[config.mk]
export PLATFORM = sky130hd
export DESIGN_NAME = imem_fetch_resp
export DESIGN_NICKNAME = d
export VERILOG_FILES = /design/src/rtl/imem_fetch_resp.sv
export SDC_FILE = /design/constraint.sdc
export NUM_CORES = 1
export LEC_CHECK = 0
export BUFFER_PORTS_ARGS = -buffer_cell sky130_fd_sc_hd__buf_2
export CAP_MARGIN = 20
export CORE_ASPECT_RATIO = 1.4
export CORE_MARGIN = 10
export CORE_UTILIZATION = 25
export DETAILED_ROUTE_END_ITERATION = 6
export REMOVE_ABC_BUFFERS = 1
export SYNTH_ARGS = -nofsm -noshare
export SYNTH_HDL_FRONTEND = slang
export SYNTH_SLANG_ARGS = --single-unit
[constraint.sdc]
create_clock -name clk -period 5.01 [get_ports clk]
set_input_delay 0.501 -clock clk [delete_from_list [all_inputs] [get_ports clk]]
set_output_delay 0.501 -clock clk [all_outputs]
set_load 0.02 [all_outputs]
[src/rtl/imem_fetch_resp.sv]
// Fetch responder: issues PC reads to a fixed-latency instruction memory and returns
// {pc, instr, misalign} in order through a credit-limited FIFO; flush kills all in-flight work.
module imem_fetch_resp #(
  parameter int XLEN    = 32,
  parameter int MEM_LAT = 1,
  parameter int DEPTH   = 4
) (
  input  logic            clk,
  input  logic            rst,
  input  logic            req_valid,
  output logic            req_ready,
  input  logic [XLEN-1:0] req_pc,
  input  logic            flush,
  output logic            mem_rd_en,
  output logic [XLEN-1:0] mem_addr,
  input  logic [31:0]     mem_rdata,
  output logic            resp_valid,
  input  logic            resp_ready,
  output logic [XLEN-1:0] resp_pc,
  output logic [31:0]     resp_instr,
  output logic            resp_misalign
);

  localparam int PW = $clog2(DEPTH);
  localparam int CW = PW + 1;
  localparam int OW = $clog2(DEPTH + MEM_LAT + 1);
  localparam logic [31:0] NOP = 32'h0000_0013;

  typedef struct packed {
    logic [XLEN-1:0] pc;
    logic [31:0]     instr;
    logic            misalign;
  } entry_t;

  logic            pipe_vld [MEM_LAT];
  logic [XLEN-1:0] pipe_pc  [MEM_LAT];
  logic            pipe_mis [MEM_LAT];

  entry_t          fifo_mem [DEPTH];
  logic [PW-1:0]   rd_ptr;
  logic [PW-1:0]   wr_ptr;
  logic [CW-1:0]   count;

  logic [OW-1:0]   outstanding;
  logic            issue;
  logic            misalign_in;
  logic            push;
  logic            pop;
  entry_t          push_entry;
  entry_t          head;

  // Credit covers both reads still in the latency pipe and buffered entries,
  // so a capture always finds a free FIFO slot.
  always_comb begin
    outstanding = OW'(count);
    for (int i = 0; i < MEM_LAT; i++) begin
      outstanding = outstanding + OW'(pipe_vld[i]);
    end
  end

  assign req_ready   = !rst && !flush && (outstanding < OW'(DEPTH));
  assign issue       = req_valid && req_ready;
  assign misalign_in = |req_pc[1:0];
  assign mem_rd_en   = issue && !misalign_in;
  assign mem_addr    = req_pc;

  assign push = pipe_vld[MEM_LAT-1] && !flush;
  assign pop  = resp_valid && resp_ready;

  always_comb begin
    push_entry.pc       = pipe_pc[MEM_LAT-1];
    push_entry.misalign = pipe_mis[MEM_LAT-1];
    push_entry.instr    = pipe_mis[MEM_LAT-1] ? NOP : mem_rdata;
  end

  always_ff @(posedge clk) begin
    if (rst || flush) begin
      for (int i = 0; i < MEM_LAT; i++) pipe_vld[i] <= 1'b0;
    end else begin
      pipe_vld[0] <= issue;
      for (int i = 1; i < MEM_LAT; i++) pipe_vld[i] <= pipe_vld[i-1];
    end
  end

  always_ff @(posedge clk) begin
    pipe_pc[0]  <= req_pc;
    pipe_mis[0] <= misalign_in;
    for (int i = 1; i < MEM_LAT; i++) begin
      pipe_pc[i]  <= pipe_pc[i-1];
      pipe_mis[i] <= pipe_mis[i-1];
    end
  end

  // Storage is cleared on reset so head outputs read as zero afterward.
  always_ff @(posedge clk) begin
    if (rst) begin
      rd_ptr <= '0;
      wr_ptr <= '0;
      count  <= '0;
      for (int i = 0; i < DEPTH; i++) fifo_mem[i] <= '0;
    end else if (flush) begin
      rd_ptr <= '0;
      wr_ptr <= '0;
      count  <= '0;
    end else begin
      if (push) begin
        fifo_mem[wr_ptr] <= push_entry;
        wr_ptr           <= wr_ptr + 1'b1;
      end
      if (pop) rd_ptr <= rd_ptr + 1'b1;
      case ({push, pop})
        2'b10:   count <= count + 1'b1;
        2'b01:   count <= count - 1'b1;
        default: count <= count;
      endcase
    end
  end

  assign head          = fifo_mem[rd_ptr];
  assign resp_valid    = (count != '0);
  assign resp_pc       = head.pc;
  assign resp_instr    = head.instr;
  assign resp_misalign = head.misalign;

endmodule

==> flow_metrics.py <==
metrics = {
    "placed_design": {
        "hpwl_mm": 19.7,
        "gp_congestion": 0.710,
        "buffer_ports.inserted": 168,
    },
    "status": {
        "outcome": "complete, no violations",
    },
    "worst_setup_path": {
        "critPathKind": "register to output port",
        "rr_startpoint": "pipe_vld[0]",
        "critPathArrivalTime_ns": 2.52,
        "cp-end-kind": "output port",
        "start_kind": "register",
        "crit_path_max_fanout": 23,
        "cpPeakStageDelay_ns": 0.66,
        "crit_required_ns": 4.51,
        "path_buf_inv": 2,
        "crit_chain": "buf_4 > mux4_2 > buf_2",
        "crit_family": "buffers and inverters",
        "cp_slowest_cell": "dfxtp_4",
    },
    "finish": {
        "num-nets-final": 973,
        "syn_to_final_growth_pct": 20.7,
        "drive_above_1_share_pct": 33.4,
    },
    "routing": {
        "post_drt_wl_per_cell_um": 19.7,
        "num_vias": 6639,
        "drc": 0,
        "routed_wl_mm": 30.9,
        "dr.pass1.iters": 4,
        "viasPerCell": 4.22,
        "drtIter0Drc": 328,
        "ant_nets": 0,
    },
    "sta": {
        "clock-skew-final_ns": 0.0161,
        "tightest_slew_ns": 1.08,
        "period_minus_slack_ns": 3.02,
        "fmax_mhz": 331,
        "slew_violations": 0,
        "timing.hold.ws_ns": 0.114,
        "tns_ns": 0,
        "setup-violations-final": 0,
        "fin_crit_sh_pct": 60.3,
        "rsz0062_at_grt": "false",
        "hold_viol_final": 0,
        "maxSlewHeadroom_pct": 27.7,
    },
    "global_routing": {
        "grt_antenna_before_repair": 2,
        "use_met3_pct": 2.46,
        "use_met2_pct": 17.3,
        "grt_first_pass_wirelength_mm": 45.7,
        "met1_usage_pct": 12.4,
        "grtUsageTotal_pct": 10.0,
        "grt_max_degree": 66,
        "grt.busiest_layer": "met2",
        "grt_remaining_overflow": 0,
        "first_global_vias": 6997,
    },
    "logic_synthesis": {
        "yosysMostFrequentCell": "edfxtp_1",
        "ys_top_cells_by_area": "edfxtp_1, and2_1, mux4_2",
        "async_flop_share_pct": 0,
        "dominantRegCellSynth": "edfxtp_1",
        "synth_compound_area_share_pct": 0.498,
        "synth_top_area_cell": "edfxtp_1",
        "ys_types": 37,
        "synth_top_area_share_pct": 62.2,
        "avgSynthCellArea_um2": 16.6,
        "synth_xor_area_share_pct": 0.488,
        "ys_top_cells_by_count": "edfxtp_1, and2_1, mux4_2, dfxtp_1, buf_4",
        "synth_edf_count": 260,
        "yosysWarnings": 0,
        "synth_cells": 758,
        "synth_top_family_by_area": "simple AND/OR/NAND/NOR gates",
        "synthAdderAreaFrac_pct": 0.259,
        "netlist_area_mm2": 0.0126,
        "synthMuxAreaShare_pct": 11.7,
        "ys_seq_area_share_pct": 69.0,
        "synth-simple-area-share_pct": 14.3,
        "ys_seq_elements": 303,
    },
    "floorplanning": {
        "start_util_pct": 25.2,
        "die-area_mm2": 0.0597,
        "ios": 169,
        "dieWidth_um": 209,
        "fp.dieH_um": 285,
        "design.core.area_mm2": 0.0499,
        "num_rows": 97,
    },
    "cts": {
        "tritoncts": "done",
        "cts-resized-gates": 0,
        "ctsHtreeMaxLevel": 2,
        "path_clk_slew_ns": 0.06,
        "clock_sinks": 303,
        "clock_latency_ns": 0.50,
        "cts_buffer_depth": 3,
        "cts_inserted_buffers": 35,
        "clock-root-buffer": "clkbuf_16",
        "post_cts_buffers": 0,
        "postCtsHoldBufs": 0,
    },
    "power_and_ir_drop": {
        "vdd_ir_drop_max_mv": 0.217,
        "p_leak_nw": 5.67,
        "power_density_mw_per_mm2": 375,
    },
    "min_path": {
        "hold_class": "input port to register",
        "min_from": "req_pc[13]",
    },
    "run": {
        "cap_violations": 0,
    },
}
-- power breakdown --
part / internal (mW) / switching [mW] / total (mW)
combinational: 0.0901 / 0.167 / 0.257
clock: 1.60 / 0.977 / 2.57
sequential: 2.82 / 0.0315 / 2.85
total: 4.51 / 1.18 / 5.68
-- routing by layer --
metal  routed length [um]  share of wire (%)  vias up
met1                12800                 41     3387
met4                  566                1.8        2
met5                   13              0.042        -
met3                 1740                5.6       43
met2                15800                 51      196
li1                     -                  -     3011
-- worst paths after layout --
kind                      to  slack [ns]  cells past startpoint
min           pipe_pc[0][13]        0.11                      1
max reg2reg  fifo_mem[2][34]        2.17                      4
min reg2reg        rd_ptr[1]        0.53                      2
max              resp_pc[14]        1.99                      3
-- through the flow --
| stage | setup slack [ns] | util, % | std cells | power (mW) | cell area [um2] |
|---|---|---|---|---|---|
| floorplan | 0.713 | - | 685 | 3.01 | 12100 |
| global placement | 1.67 | 27.8 | 1504 | 3.16 | 13900 |
| detailed placement | 1.66 | 28.0 | 1507 | 3.17 | 14000 |
| CTS | 1.84 | 30.3 | 1570 | 5.75 | 15100 |
| global route | 1.81 | 30.4 | 1571 | 5.88 | 15200 |
| finish | 1.99 | 30.4 | 1572 | 5.68 | 15200 |
-- worst register-to-register path, stage by stage, from the launching register on --
cell	delay, ns
dfxtp_1	0.43
or3b_4	0.48
nor2_4	0.74
or2_4	0.45
buf_16	0.30
-- registers in the layout, summed over array words and instances (netlist names), named ones only --
register / flops
fifo_mem: 260
pipe_pc: 32
count: 3
rd_ptr: 2
wr_ptr: 2
pipe_mis: 1
pipe_vld: 1
-- cells in the final DEF, fill, tap and decap left out, types with 5 or more instances in the layout --
cell | Yosys | routed
and2_1 | 249 | 249
buf_2 | 10 | 168
buf_4 | 36 | 8
clkbuf_1 | 19 | 9
clkbuf_16 | 0 | 37
clkinv_1 | 0 | 6
dfxtp_1 | 43 | 41
edfxtp_1 | 260 | 260
inv_1 | 7 | 7
mux4_2 | 65 | 65
nor2_1 | 19 | 16
xor2_1 | 5 | 5
-- final cells by class --
type | count | area, um2
clock buffers | 49 | 1000
well taps | 643 | 805
repair buffers | 180 | 1010
fillers | 4896 | 34700
clock inverters | 14 | 165
multi-input cells | 375 | 3480
inverters | 7 | 26.3
diodes | 1 | 2.50
flip-flops and latches | 303 | 8680
-- cell families (layout without fill, tap and decap cells) --
| logic type | after synthesis | in the layout |
|---|---|---|
| other | 0 | 1 |
| XOR/XNOR | 7 | 7 |
| AO/OA/AOI/OAI | 10 | 10 |
| multiplexers | 65 | 65 |
| AND/OR/NAND/NOR | 291 | 291 |
| adder cells (fa/ha/maj) | 2 | 2 |
| flip-flops | 303 | 303 |
| buffers and inverters | 80 | 250 |
Power figures use the tool's default switching activity.
